### src/rtl/mips_defs_pkg.sv
// Shared MIPS pipeline definitions: address widths, NOP encoding, fetch
// FSM state encodings and a word-alignment helper.
package mips_defs_pkg;

   localparam int PC_W    = 32;
   localparam int WADDR_W = 30;

   // sll $0,$0,0 -- the canonical all-zero MIPS NOP
   localparam logic [PC_W-1:0] NOP_ENC = 32'h0000_0000;

   typedef enum logic {
      ST_RUN  = 1'b0,
      ST_HALT = 1'b1
   } if_state_e;

   // Clear the byte-offset bits so a PC always points at a whole word
   function automatic logic [PC_W-1:0] word_align(input logic [PC_W-1:0] addr);
      return {addr[PC_W-1:2], 2'b00};
   endfunction

endpackage

### src/rtl/mod_pc_register.sv
// Program counter for the IF stage: PC flop, next-PC selection
// (redirect / +4 / hold), alignment masking of redirect targets and the
// sticky misalignment flag.
module mod_pc_register
   import mips_defs_pkg::*;
#(
   parameter logic [PC_W-1:0] RESET_PC = '0
) (
   input  logic            clk,
   input  logic            rst_n,
   input  logic            redirect_valid,
   input  logic [PC_W-1:0] redirect_pc,
   input  logic            advance,
   output logic [PC_W-1:0] pc,
   output logic            misalign_err
);

   // Redirect beats sequential advance; PC+4 wraps naturally at 2^32
   always_ff @(posedge clk or negedge rst_n) begin
      if (!rst_n) begin
         pc           <= RESET_PC;
         misalign_err <= 1'b0;
      end else if (redirect_valid) begin
         pc <= word_align(redirect_pc);
         if (|redirect_pc[1:0]) begin
            misalign_err <= 1'b1;
         end
      end else if (advance) begin
         pc <= pc + PC_W'(4);
      end
   end

endmodule

### src/rtl/mod_instruction_fetch.sv
// MIPS IF stage: owns the PC (via mod_pc_register), addresses the
// instruction ROM and fills the IF/ID pipeline register. Handles stall,
// flush, branch/jump redirects and halts at the end of the program.
// Optional macro IF_PERF_CNT_EN adds a fetch_count output counting every
// real instruction loaded into IF/ID.
module mod_instruction_fetch
   import mips_defs_pkg::*;
#(
   parameter logic [PC_W-1:0] RESET_PC = 32'h0000_0000,
   parameter logic [PC_W-1:0] NOP_WORD = NOP_ENC
) (
   input  logic               clk,
   input  logic               rst_n,
   input  logic               stall,
   input  logic               flush,
   input  logic               redirect_valid,
   input  logic [PC_W-1:0]    redirect_pc,
   output logic [WADDR_W-1:0] imem_addr,
   input  logic [PC_W-1:0]    imem_instruction,
   input  logic               imem_end,
   output logic [PC_W-1:0]    if_id_instruction,
   output logic [PC_W-1:0]    if_id_pc4,
   output logic               if_id_valid,
   output logic               halted,
   output logic               misalign_err
`ifdef IF_PERF_CNT_EN
   ,
   output logic [31:0]        fetch_count
`endif
);

   logic [PC_W-1:0] pc;
   if_state_e       state;
   logic            advance;
   logic            load_en;
   logic [PC_W-1:0] instr_p1;
   logic [PC_W-1:0] pc4_p1;
   logic            vld_p1;

   // PC moves on only when running, not stalled and still inside the program;
   // a flush bubbles IF/ID but does not stop the PC from advancing.
   assign advance = !redirect_valid && (state == ST_RUN) && !stall && !imem_end;
   assign load_en = advance && !flush;

   mod_pc_register #(
      .RESET_PC (RESET_PC)
   ) u_pc (
      .clk            (clk),
      .rst_n          (rst_n),
      .redirect_valid (redirect_valid),
      .redirect_pc    (redirect_pc),
      .advance        (advance),
      .pc             (pc),
      .misalign_err   (misalign_err)
   );

   assign imem_addr         = pc[PC_W-1:2];
   assign if_id_instruction = instr_p1;
   assign if_id_pc4         = pc4_p1;
   assign if_id_valid       = vld_p1;
   assign halted            = (state == ST_HALT);

   // IF/ID register and RUN/HALT control; a bubble keeps the old pc4 value
   always_ff @(posedge clk or negedge rst_n) begin
      if (!rst_n) begin
         state    <= ST_RUN;
         instr_p1 <= NOP_WORD;
         pc4_p1   <= '0;
         vld_p1   <= 1'b0;
      end else if (redirect_valid) begin
         instr_p1 <= NOP_WORD;
         vld_p1   <= 1'b0;
         state    <= ST_RUN;
      end else if (flush) begin
         instr_p1 <= NOP_WORD;
         vld_p1   <= 1'b0;
      end else if (stall) begin
         instr_p1 <= instr_p1;
      end else if (state == ST_RUN) begin
         if (imem_end) begin
            instr_p1 <= NOP_WORD;
            vld_p1   <= 1'b0;
            state    <= ST_HALT;
         end else begin
            instr_p1 <= imem_instruction;
            pc4_p1   <= pc + PC_W'(4);
            vld_p1   <= 1'b1;
         end
      end else begin
         instr_p1 <= NOP_WORD;
         vld_p1   <= 1'b0;
      end
   end

`ifdef IF_PERF_CNT_EN
   // Count every edge that places a real instruction into IF/ID
   always_ff @(posedge clk or negedge rst_n) begin
      if (!rst_n) begin
         fetch_count <= '0;
      end else if (load_en) begin
         fetch_count <= fetch_count + 32'd1;
      end
   end
`endif

endmodule

### config.mk
export PLATFORM = sky130hd
export DESIGN_NAME = mod_instruction_fetch
export DESIGN_NICKNAME = d
export VERILOG_FILES = /design/src/rtl/mips_defs_pkg.sv /design/src/rtl/mod_pc_register.sv /design/src/rtl/mod_instruction_fetch.sv
export SDC_FILE = /design/constraint.sdc
export NUM_CORES = 1
export LEC_CHECK = 0
export CORE_MARGIN = 2
export CORE_UTILIZATION = 35
export DETAILED_ROUTE_END_ITERATION = 16
export PLACE_DENSITY = 0.71
export SYNTH_ARGS = -nofsm -noshare
export SYNTH_HDL_FRONTEND = slang
export SYNTH_SLANG_ARGS = --single-unit
export TNS_END_PERCENT = 5
### constraint.sdc
create_clock -name clk -period 4.16 [get_ports clk]
set_clock_uncertainty 0.2 [all_clocks]
set_input_delay 1.04 -clock clk [delete_from_list [all_inputs] [get_ports clk]]
set_output_delay 1.04 -clock clk [all_outputs]
set_load 0.02 [all_outputs]
# Word level (Yosys, flattened, before mapping)
# Index checks and enable logic that the tools add are counted.
dict set report word_totals {
  elab_cells 43
  output_inout_bits 97
  regBits 99
}
dict set report op_classes {
  reduce_logical 11
  n_bitwise 5
  n_eq_ne 3
  n_mux 17
  add_sub_neg 1
}
# op n
set op_table {}
lappend op_table {{$mux 32} 7}
lappend op_table {{$add 32x3->32 const B} 1}
lappend op_table {{$mux 1} 10}
lappend op_table {{$not 1->1} 5}
lappend op_table {{$reduce_and 5->1} 1}
lappend op_table {{$ne 2x1->1 const B} 2}
lappend op_table {{$reduce_and 2->1} 2}
lappend op_table {{$logic_and 1x1->1} 3}
lappend op_table {{$logic_not 1->1} 3}
lappend op_table {{$ne 3x1->1 const B} 1}
lappend op_table {{$reduce_bool 2->1} 1}
lappend op_table {{$reduce_or 2->1} 1}

# Longest topological paths before layout
# Gate-level depths: netlist of run 1.
dict set report logic_depth {
  depth_word 6
  mapped_depth 7
}

# By module
# A second synthesis of run 1 with hierarchy kept.
dict set report unflattened {
  hier_cells 490
  area_unflattened_um2 4822.1
}
# mod cells_each instances area_per_inst_um2
set by_module_without_submodules {}
lappend by_module_without_submodules {mod_instruction_fetch 282 1 3000.4}
lappend by_module_without_submodules {mod_pc_register 208 1 1821.7}

# Worst setup path after synthesis of run 1
# Ideal clock, no wire load.
dict set report synth_path {
  kind {input -> register}
  from {input port imem_end}
  to {register u_pc.pc[24]}
  path_buffers 1
  setup_time_ns 0.083
  required_ns 3.877
  arrival_ns 2.547
  stages 6
  setup_slack_ns 1.331
  cell_sequence {or3_1 > buf_2 > nor4_2 > nand3_1 > xor2_1 > o21ai_0}
}
dict set report synth_via {
  elab_chain_cells 3
}
# element line_no
set synth_lines {}
lappend synth_lines {{start, declared} mod_instruction_fetch.sv:20} ;# input logic imem_end,
lappend synth_lines {{$logic_not 1->1} mod_instruction_fetch.sv:42} ;# assign advance = !redirect_valid && (state == ST_RUN) && !stall && !imem_end;
lappend synth_lines {{$logic_and 1x1->1} mod_instruction_fetch.sv:42}
lappend synth_lines {{$reduce_bool 2->1 (no source line)} n/a}
lappend synth_lines {{end signal, assigned} mod_pc_register.sv:24} ;# pc <= word_align(redirect_pc);
lappend synth_lines {{end signal, assigned} mod_pc_register.sv:29} ;# pc <= pc + PC_W'(4);
lappend synth_lines {{end, declared} mod_pc_register.sv:14} ;# output logic [PC_W-1:0] pc,
# Every way passes these cells.
# A chain may end at the register's enable or synchronous reset.

# Final worst setup path of run 1
dict set report layout_path {
  from {input port imem_end}
  to {register u_pc.pc[22]}
}
# Same word-level chain as after synthesis.

==> summary.md, run 1 <==
| Metric | Value |
|---|---|
| Status | finished, final reports clean |
| Post-synthesis xor/xnor area fraction | 11.1% |
| RSZ-0062 raised after global routing | no |
| Area growth, synth to finish | 45.4% |
| Critical R2R Launch | u_pc.pc[2] |
| Post-Syn Instances | 442 |
| Clock Root Buffer | clkbuf_16 |
| First-pass GRT wire length | 19.9 mm |
| Final ANT Viol Nets | 0 |
| Setup Buffers After CTS | 0 |
| Post-Syn Area | 0.00451 mm2 |
| Clock sinks | 95 |
| H-tree levels | 3 |
| Final Total Pwr | 2.64 mW |
| Highest metal used | met4 |
| Post-Synth Adder-Cell Area | 0.277% |
| Simple-gate share of the synthesized area | 17.4% |
| Fin nets | 666 |
| I/O pin cnt | 167 |
| Initial antenna violation count | 0 |
| Worst-skew pair later-pin latency | 0.34 ns |
| Setup TNS | 0 ns |
| Die area | 0.0138 mm2 |
| Synth unique cells | 39 |
| Crit start category | primary input |
| Leak Pwr | 2.60 nW |
| Starting DRC count in detailed routing | 229 |
| Setup-failing EPs final | 0 |
| Detailed Place HPWL | 8.84 mm |
| Critical Path Fanout Max | 9 |
| Max VDD drop | 179 uV |
| Core area | 0.0126 mm2 |
| Post-synth EDFFs | 0 |
| Max-slew violations | 0 |
| CTS clk-pin slew, worst paths | 0.07 ns |
| Crit path from | imem_end |
| FMAX | 0.335 GHz |
| TritonCTS clock tree | done |
| Vias | 3859 |
| Fill count | 1167 |
| Fin worst setup slack | 1.17 ns |
| Crit path time final | 2.99 ns |
| Reg area | 0.00238 mm2 |
| Num rows | 41 |
| Grt total ovfl | 0 |
| Worst hold start | u_pc.misalign_err |
| Quantity of hold-fixing buffers added after cts | 0 |
| Final Hold Viols | 0 |
| Post-synthesis sequential area ratio | 52.7% |
| Met3 Wirelength | 885 um |
| Pre-CTS WS | 0.826 ns |
| Non-Filler Instances | 772 |
| Routed WL | 12.4 mm |
| DRT Pass-1 Iters | 5 |
| #FFs+latches synth | 95 |
| N_diodes | 0 |
| DIE HEIGHT | 118 um |
| MaxCap Viol Count | 0 |
| Largest net degree at the start of global routing | 87 |
| Syn Area/Cell | 10.2 um2 |
| Commonest cells after routing, fill and taps aside | 162 x clkdlybuf4s50_1, 95 x dfrtp_1, 45 x nor2_1 |
| WL met1 | 5.62 mm |
| Largest family of logic cells by synthesized area | simple AND/OR/NAND/NOR gates |
| Area taken by multi-input logic gates | 0.00194 mm2 |
| Worst min path class | register to register |
| Setup crit end kind | register |
| Vias per std cell | 5.00 |
| Compound-Gate Fraction of Synth Area | 13.2% |
| Vias in the first global route | 3828 |
| Total CTS buffers | 9 |
| Aggregate global-route resource usage | 18.1% |
| Post-route clock period utilization | 71.8% |
| Yosys warnings | 0 |
| Arr. time, crit path | 3.03 ns |
| Finished Core Util | 52.0% |
| Setup CP Type | primary input to register |
| Dpl cells | 756 |
| Commonest non-fill, non-tap cell in the layout | clkdlybuf4s50_1 |
| Predominant post-synthesis flop cell | dfrtp_1 |
| # DRC | 0 |
| Req. time, crit path | 4.21 ns |
| Slew HR | 26.1% |
| Cell Pwr Density | 402 mW/mm2 |
| Wire length on met2 | 5.62 mm |
| I/O Buffers | 164 |
| Wire length per cell | 16.1 um |
| Die W | 118 um |
| Max Buffers Root-to-Sink | 2 |
| Ys async rst share | 100% |
| RD Place Congestion | 0.835 |
| Initial core utilization | 35.7% |
| Mux contribution to synthesized area | 0.693% |
| Measured slew at the worst slew-check pin | 1.11 ns |
| Post-CTS resize count | 0 |
| Ratio of cells with drive above 1 in the final layout | 6.17% |
## power breakdown
part / leakage (nW) / internal, mW / switching (mW)
combinational: 1.27 / 0.321 / 0.320
clock: 0.151 / 0.526 / 0.341
sequential: 1.19 / 1.03 / 0.0999
total: 2.60 / 1.88 / 0.761
## critical path, stage by stage
cell	delay [ns]
clkdlybuf4s50_1	0.44
or3_1	0.56
nor4_2	0.32
buf_4	0.21
nand3_1	0.11
xnor2_1	0.15
o21ai_0	0.19
## cell type report
class                           count  share of cell area [%]
Sequential cell                    95                    36.2
Inverter                            3                   0.172
Timing Repair Buffer              174                    26.1
Multi-Input combinational cell    312                    29.6
Clock inverter                      4                    1.07
Tap cell                          172                    3.28
Clock buffer                       12                    3.61
## worst paths after layout
kind | slack [ns] | depth (start not counted) | endpoint
min | 0.27 | 1 | u_pc.misalign_err
max reg2reg | 1.42 | 6 | u_pc.pc[28]
min in group asynchronous | 0.71 | 1 | if_id_instruction[19]
max in group asynchronous | 2.28 | 2 | u_pc.pc[19]
min reg2reg | 0.27 | 1 | u_pc.misalign_err
max | 1.17 | 7 | u_pc.pc[22]
## per-stage QoR
step	hold slack, ns	cell area [um2]
2_1_floorplan	0.382	4510
3_3_place_gp	0.252	6250
3_5_place_dp	0.252	6250
4_1_cts	0.277	6560
5_1_grt	0.302	6560
6_report	0.275	6560
## logic make-up after synthesis
| group | count (synthesis) |
|---|---|
| AND/OR/NAND/NOR | 156 |
| flip-flops | 95 |
| AO/OA/AOI/OAI | 93 |
| XOR/XNOR | 57 |
| buffers and inverters | 36 |
| multiplexers | 3 |
| adder cells (fa/ha/maj) | 1 |
| other | 1 |
## registers in the layout, indices dropped and copies added (netlist names)
| name | count |
|---|---|
| halted | 1 |
| if_id_valid | 1 |
| if_id_instruction | 32 |
| u_pc.misalign_err | 1 |
| u_pc.pc | 30 |
| if_id_pc4 | 30 |
## cell usage after synthesis (all sizes together), types with 2 or more instances
cell    instances  area [um2]
nand4          19         119
mux2i           2        20.0
nand3          18         103
nor2           45         169
a21oi          29         153
dfrtp          95        2380
o21ai          31         155
xnor2          26         228
nor3b           3        22.5
inv             3        11.3
a22o           32         280
clkbuf         24         113
nand2          43         161
nor4            6        65.1
nor3            8        40.0
buf             9        83.8
and4            3        27.5
and3            5        31.3
xor2           31         272
## layer usage
layer / vias to the layer above / global-route usage (%)
met5: - / 0
li1: 1848 / -
met4: 0 / 8.06
met1: 1835 / 23.8
met3: 23 / 4.75
met2: 153 / 28.0
No activity file was read; power rests on OpenSTA's default activity.
==> run 2, diff against run 1 <==
--- a/config.mk
+++ b/config.mk
@@ -8,7 +8,7 @@
 export CORE_MARGIN = 2
 export CORE_UTILIZATION = 35
 export DETAILED_ROUTE_END_ITERATION = 16
-export PLACE_DENSITY = 0.71
+export PLACE_DENSITY = 0.73
 export SYNTH_ARGS = -nofsm -noshare
 export SYNTH_HDL_FRONTEND = slang
 export SYNTH_SLANG_ARGS = --single-unit
==> constraint.sdc (replaced) <==
create_clock -name clk -period 2.39 [get_ports clk]
set_clock_uncertainty 0.2 [all_clocks]
set_input_delay 0.5975 -clock clk [delete_from_list [all_inputs] [get_ports clk]]
set_output_delay 0.5975 -clock clk [all_outputs]
set_load 0.02 [all_outputs]
==> run 2 against run 1 <==
  * Hold slack lost 0.0037 ns
  * Critical endpoint is now imem_addr[2]
  * Global-route usage grew 1.0 points
  * Sequential share of layout area shrank 1.6 points
  * Die area is the same
  * Largest cell class unchanged
  * Final cell count grew 3.4%
  * Combinational power grew 87%
  * Clock power grew 91%
==> summary.md, run 2 (synthesized netlist as in run 1, its figures left out) <==
| Metric | Value |
|---|---|
| Max-slew violations | 0 |
| Final Hold Viols | 0 |
| Final ANT Viol Nets | 0 |
| Area growth, synth to finish | 52.6% |
| Post-route clock period utilization | 98.1% |
| Core area | 0.0126 mm2 |
| DRT Pass-1 Iters | 4 |
| RD Place Congestion | 0.846 |
| Cell Pwr Density | 697 mW/mm2 |
| Fin worst setup slack | 0.0457 ns |
| Vias per std cell | 5.04 |
| Vias | 4025 |
| I/O Buffers | 164 |
| Routed WL | 13.1 mm |
| Crit path from | u_pc.pc[4] |
| Worst-skew pair later-pin latency | 0.34 ns |
| Commonest non-fill, non-tap cell in the layout | clkdlybuf4s50_1 |
| Status | finished, final reports clean |
| Critical Path Fanout Max | 5 |
| CTS clk-pin slew, worst paths | 0.07 ns |
| Commonest cells after routing, fill and taps aside | 162 x clkdlybuf4s50_1, 91 x dfrtp_1, 45 x nor2_1 |
| Slew HR | 65.9% |
| Aggregate global-route resource usage | 19.1% |
| Clock Root Buffer | clkbuf_16 |
| Grt total ovfl | 0 |
| Critical path capture point | imem_addr[2] |
| Post-Place Cell Area | 0.00650 mm2 |
| Leak Pwr | 2.78 nW |
| Detailed Place HPWL | 9.35 mm |
| H-tree levels | 3 |
| Pre-CTS WS | -0.323 ns |
| Critical R2R Launch | u_pc.pc[2] |
| Req. time, crit path | 1.59 ns |
| FMAX | 0.427 GHz |
| Finished Core Util | 54.5% |
| RSZ-0062 raised after global routing | yes |
| Clock sinks | 95 |
| R2R Setup Slk | 0.12 ns |
| First-pass GRT wire length | 21.3 mm |
| Measured slew at the worst slew-check pin | 0.512 ns |
| Worst min path class | register to register |
| DIE HEIGHT | 118 um |
| Total CTS buffers | 9 |
| Crit start category | register |
| Reg2Reg Depth | 6 |
| Starting DRC count in detailed routing | 266 |
| Die W | 118 um |
| Wire length per cell | 16.4 um |
| Ratio of cells with drive above 1 in the final layout | 11.5% |
| TritonCTS clock tree | done |
| Initial core utilization | 35.7% |
| Arr. time, crit path | 1.55 ns |
| N_diodes | 0 |
| Num rows | 41 |
| Setup crit end kind | output port |
| Setup CP Type | register to output port |
| Setup-failing EPs final | 0 |
| R2r endpoint | if_id_pc4[28] |
| Max VDD drop | 329 uV |
| Max Buffers Root-to-Sink | 2 |
| Vias in the first global route | 4047 |
| Post-route cell area | 0.00688 mm2 |
| Die area | 0.0138 mm2 |
| MaxCap Viol Count | 0 |
| Max reg flops | 32 |
| # DRC | 0 |
| I/O pin cnt | 167 |
| Worst hold start | u_pc.misalign_err |
| Initial antenna violation count | 0 |
| Crit path time final | 2.34 ns |
| Largest net degree at the start of global routing | 55 |
| Fin nets | 693 |
[run 2: cell count changes in the layout (fill, tap and decap cells not counted), sizes merged]
| cell | previous run | this run |
|---|---|---|
| inv | 3 | 5 |
| bufinv | 2 | 3 |
| clkinv | 2 | 1 |
| clkbuf | 12 | 9 |
| dlygate4sd3 | 0 | 1 |
| buf | 12 | 38 |
[run 2: layout make-up]
cell class / count / area (um2)
Clock inverter: 6 / 116
Tap cell: 172 / 215
Clock buffer: 9 / 225
Fill cell: 1116 / 5740
Sequential cell: 95 / 2380
Timing Repair Buffer: 201 / 1960
Inverter: 3 / 11.3
Multi-Input combinational cell: 312 / 1970
[run 2: worst min path at each step]
| stage | cells past startpoint | endpoint | slack (ns) |
|---|---|---|---|
| 6_report | 1 | u_pc.misalign_err | 0.27 |
| 5_1_grt | 1 | if_id_instruction[25] | 0.31 |
| 4_1_cts | 1 | u_pc.misalign_err | 0.28 |
| 3_5_place_dp | 1 | u_pc.misalign_err | 0.26 |
| 3_3_place_gp | 1 | u_pc.misalign_err | 0.25 |
| 2_1_floorplan | 0 | halted | 0.10 |
[run 2: critical path, cell delays in order (launching register included)]
cell	delay, ns
dfrtp_1	0.43
buf_4	0.18
clkdlybuf4s50_1	0.60
[run 2: what timing repair did]
action	CTS	global route
endpoints found under the hold margin	28	0
setup endpoints to repair	2	57
cloned	0	0
resized for setup	2	6
buffers inserted	0	0
hold buffers	1	0
[run 2: power by group]
group | internal, mW | total (mW) | switching (mW) | leakage [nW]
sequential | 1.79 | 1.95 | 0.155 | 1.18
clock | 1.03 | 1.65 | 0.625 | 0.166
combinational | 0.600 | 1.20 | 0.597 | 1.43
[run 2: routing by layer]
metal / global-route usage, % / vias up / routed length [um]
met5: 0 / - / 0
met4: 7.00 / 0 / 303
met3: 4.75 / 22 / 798
met2: 31.0 / 155 / 6150
met1: 24.8 / 1942 / 5810
li1: - / 1906 / -
[run 2: stage by stage]
stage | power [mW] | cells | hold slack (ns) | TNS (ns)
floorplan | 2.50 | 443 | 0.102 | 0
global placement | 3.15 | 782 | 0.253 | -14.83
detailed placement | 3.17 | 782 | 0.255 | -16.22
CTS | 4.85 | 798 | 0.281 | 0
global route | 5.02 | 798 | 0.308 | -0.0184
finish | 4.80 | 798 | 0.271 | 0
==> variant 1: new RTL, flow settings as in run 1 <==
Build with the macro `IF_PERF_CNT_EN` defined.
--- a/src/rtl/mod_instruction_fetch.sv
+++ b/src/rtl/mod_instruction_fetch.sv
@@ -5,2 +5,4 @@
 // real instruction loaded into IF/ID.
+`define IF_PERF_CNT_EN
+
 module mod_instruction_fetch
Formal check against the unedited RTL (old outputs only; new: fetch_count): equivalent (Yosys induction, for registers that start in step).
==> variant 1 against run 1 <==
  * Critical endpoint is now fetch_count[3]
  * Count of clock-buffer cells in the layout up 11
  * Critical path depth down 1
  * Worst setup slack better by 0.061 ns
  * Sequential share of layout area up 0.37 points
  * Highest routed layer unchanged
  * Via count up 25%
  * Sequential cell count up 32
  * Total power up 38%
  * Sequential power up 29%
  * Hold slack worse by 0.0085 ns
  * Routed wire length up 28%
  * First-iteration DRC count up 42%
  * Area after synthesis up 32%
  * Final area up 32%
==> variant 1: results (changes against run 1) <==
qor: placement.place_hpwl 11400 um [+29%]
qor: global_routing.grt_pass1_vias 4677 [+22%]
qor: clock_tree.clkSlewWorstSetupHoldPaths 0.05 ns [-0.02 ns]
qor: finish.nets 835 [+25%]
qor: power.pg_comb 0.000652 W [+2%]
qor: route.route.detailed.vias_per_inst 4.83 [-3.3%]
qor: clock_tree.clk_latency 0.41 ns [+0.07 ns]
qor: critical_path.reg2reg_depth 5 [-1]
qor: route.wire_per_inst 15.9 um [-0.93%]
qor: global_routing.global_route_wire_length_before_repair 25700 um [+29%]
qor: finish.fillerInstances 1515 [+30%]
qor: global_routing.globalRouteTotalUtil 18.2% [+0.13 points]
qor: yosys.netlist-cell-type-count 36 [-7.7%]
qor: power.power.switching 0.000978 W [+28%]
qor: clock_tree.cts_max_level 4 [+1]
qor: critical_path.timing.critical_path.arrival 3.01 ns [-0.02 ns]
qor: yosys.ys_top_cells_by_count sky130_fd_sc_hd__dfrtp_1, sky130_fd_sc_hd__nand2_1, sky130_fd_sc_hd__o21ai_0
qor: sta.timing.hold.ws 0.266 ns [-0.00853 ns]
qor: run_status.run_status finished clean
qor: critical_path.path_max_fanout 35 [+26]
qor: global_routing.grt_start_max_net_pins 63 [-28%]
qor: sta.worst_slew_pin_slew 0.839 ns [-0.270 ns]
qor: finish.layout-drive-gt1-share 6.96% [+0.79 points]
qor: yosys.synth_area_leaders sky130_fd_sc_hd__dfrtp_1, sky130_fd_sc_hd__xnor2_1, sky130_fd_sc_hd__nand2_1, sky130_fd_sc_hd__xor2_1, sky130_fd_sc_hd__a22o_1
qor: power.comb_power_share 18.0% [-6.3 points]
qor: yosys.sequential_element_share_of_the_synthesized_area 53.5% [+0.75 points]
qor: route.drt_iter0_markers 326 [+42%]
qor: power.pwr-share-clk 41.8% [+9.0 points]
qor: placement.i_o_buffers 196 [+20%]
qor: placement.place_congestion 0.824 [-1.3%]
-- variant 1: cell type report --
cell class                 instances  share of cell area (%)
clock inverter                     9                    1.51
clock buffer                      23                    5.51
timing repair buffer             203                    23.3
multi-input combinational        410                    29.7
inverter                           4                   0.173
tap                              220                    3.17
sequential                       127                    36.6
-- variant 1: metal layers --
layer | GRT usage, % | wire (um)
met1 | 25.0 | 7310
met2 | 27.3 | 7270
met3 | 5.52 | 1060
met4 | 6.32 | 241
met5 | 0 | 0
-- variant 1: path summary, 6_finish.rpt --
check                           startpoint                   end
min in group asynchronous            rst_n  if_id_instruction[1]
max in group asynchronous            rst_n       fetch_count[17]
hold reg to reg            fetch_count[31]       fetch_count[31]
setup reg to reg                u_pc.pc[7]           u_pc.pc[29]
setup / recovery                  imem_end        fetch_count[3]
hold / removal             fetch_count[31]       fetch_count[31]
-- variant 1: worst max-delay path: stages --
cell                              delay, ns
sky130_fd_sc_hd__clkdlybuf4s50_1       0.46
sky130_fd_sc_hd__or3_1                 0.58
sky130_fd_sc_hd__nor3_4                0.22
sky130_fd_sc_hd__buf_4                 0.38
sky130_fd_sc_hd__nand4_1               0.17
sky130_fd_sc_hd__xnor2_1               0.15
-- variant 1: stage by stage --
stage,area (um2),util (%),instances,setup WS [ns]
2_1_floorplan,5950,-,579,1.61
3_3_place_gp,8070,48.7,964,0.853
3_5_place_dp,8070,48.7,964,0.790
4_1_cts,8680,52.3,996,1.23
5_1_grt,8680,52.3,996,1.11
6_report,8680,52.3,996,1.24
-- variant 1: kinds of logic after synthesis --
family          synth area share [%]
simple gates                    19.8
flops                           53.5
compound gates                  9.95
xor+xnor                        12.8
buf+inv                         3.32
fa+ha+maj                      0.421
other cells                   0.0631
mux                            0.168
==> variant 2: new RTL, settings of run 1 <==
Without the edit above. Register the output `misalign_err`, without a reset; this adds one clock of latency there. The other outputs are not delayed to match.
--- a/src/rtl/mod_instruction_fetch.sv
+++ b/src/rtl/mod_instruction_fetch.sv
@@ -31,2 +31,4 @@
 
+   logic misalign_err_d;
+
    logic [PC_W-1:0] pc;
@@ -53,3 +55,3 @@
       .pc             (pc),
-      .misalign_err   (misalign_err)
+      .misalign_err   (misalign_err_d)
    );
@@ -105,2 +107,6 @@
 
+   always_ff @(posedge clk) begin
+      misalign_err <= misalign_err_d;
+   end
+
 endmodule
Check against the original RTL: not equivalent (Yosys sat finds a counterexample within 4 cycles, from zero or initial values and one cycle with rst_n low).
==> variant 2 against run 1 <==
  * Sequential cell count is 1 higher
  * Total power is 2.4% higher
  * Final area is 1.0% higher
  * Fmax is 0.56% lower
  * Largest cell class unchanged
  * Worst setup slack worse by 0.017 ns
  * Area after synthesis is 0.44% higher
  * Routed wire length is 0.80% higher
==> variant 2: results (changes against run 1) <==
qor: finish.seq-cell-share 36.2% [-0.074 points]
qor: placement.place_hpwl 9180 um [+3.9%]
qor: critical_path.reg2reg_slack 1.53 ns [+0.11 ns]
qor: sta.max-slew-margin-rel 27.1% [+1.1 points]
qor: placement.numPlacedInstances 757 [+0.13%]
qor: worst_hold_path.hold_depth 0 [-1]
qor: finish.nets 667 [+0.15%]
qor: finish.bufAreaShareNonClock 26.2% [+0.11 points]
qor: route.dr_wl_met2 5910 um [+5.3%]
qor: route.route.vias.total 3857 [-0.052%]
qor: route.drt-total-wl 12500 um [+0.80%]
qor: placement.place_congestion 0.894 [+7.1%]
qor: global_routing.grt_use_met1 24.3% [+0.50 points]
qor: yosys.sequential_element_share_of_the_synthesized_area 52.9% [+0.21 points]
qor: finish.layout-drive-gt1-share 6.66% [+0.49 points]
qor: yosys.post_synth_instance_area 0.00453 mm2 [+0.44%]
qor: route.route.detailed.vias_per_inst 4.99 [-0.18%]
qor: critical_path.reg2reg_depth 5 [-1]
qor: power.p_leak 2.63 nW [+0.99%]
qor: yosys.yosys.area_share.adder 0.276% [-0.0012 points]
qor: placement.dpl_cell_area 0.00630 mm2 [+0.72%]
qor: global_routing.globalRouteTotalUtil 18.4% [+0.31 points]
qor: finish.layout.core_utilization 52.5% [+0.55 points]
qor: finish.sequential_cell_total 96 [+1.1%]
qor: critical_path.r2r-start u_pc.pc[10]
qor: finish.fraction_of_area_in_clock_buffers_and_inverters 4.98% [+0.31 points]
qor: yosys.syn-instance-count 443 [+0.23%]
qor: route.drt_iter0_markers 228 [-0.44%]
qor: route.wl_met3 721 um [-19%]
qor: yosys.yosys.area_share.xor_xnor 11.0% [-0.049 points]
qor: finish.layout.clock_buffers 10 [-2]
qor: yosys.synth-compound-area-share 13.1% [-0.058 points]
qor: yosys.netlist-cell-type-count 40 [+2.6%]
qor: yosys.yosys-mux-area-fraction 0.690% [-0.0031 points]
qor: route.first_pass_iters 4 [-1]
qor: run_status.run_status finished clean
qor: power.worst_ir_drop_vdd 0.174 mV [-2.4%]
qor: global_routing.grt_start_max_net_pins 56 [-36%]
qor: route.wl_met1 5570 um [-0.91%]
qor: yosys.synth_area_leaders sky130_fd_sc_hd__dfrtp_1, sky130_fd_sc_hd__a22o_1, sky130_fd_sc_hd__xor2_1, sky130_fd_sc_hd__xnor2_1, sky130_fd_sc_hd__nor2_1
qor: global_routing.globalRouteMet2Util 29.3% [+1.3 points]
## variant 2: cell types whose count changed in the layout (fill, tap and decap cells not counted), sizes merged
cell,run 1,this run
clkbuf,12,10
clkinv,2,3
dfxtp,0,1
inv,3,4
## variant 2: power by group through the flow
stage | clock network, W | logic (W) | registers [W]
2_1_floorplan | 0 | 0.000179 | 0.00127
3_3_place_gp | 0 | 0.000641 | 0.00116
3_5_place_dp | 0 | 0.000650 | 0.00117
4_1_cts | 0.000934 | 0.000654 | 0.00115
5_1_grt | 0.000969 | 0.000693 | 0.00116
6_report | 0.000907 | 0.000646 | 0.00115
## variant 2: how the worst max path moves through the flow
stage	startpoint	end	slack, ns	depth (start not counted)
after floorplan	imem_end	u_pc.pc[24]	1.33	6
after global placement	imem_end	u_pc.pc[31]	0.84	6
after detailed placement	imem_end	u_pc.pc[31]	0.82	6
after CTS	imem_end	u_pc.pc[31]	1.18	6
after global routing	imem_end	u_pc.pc[31]	0.99	6
final	imem_end	u_pc.pc[31]	1.16	6
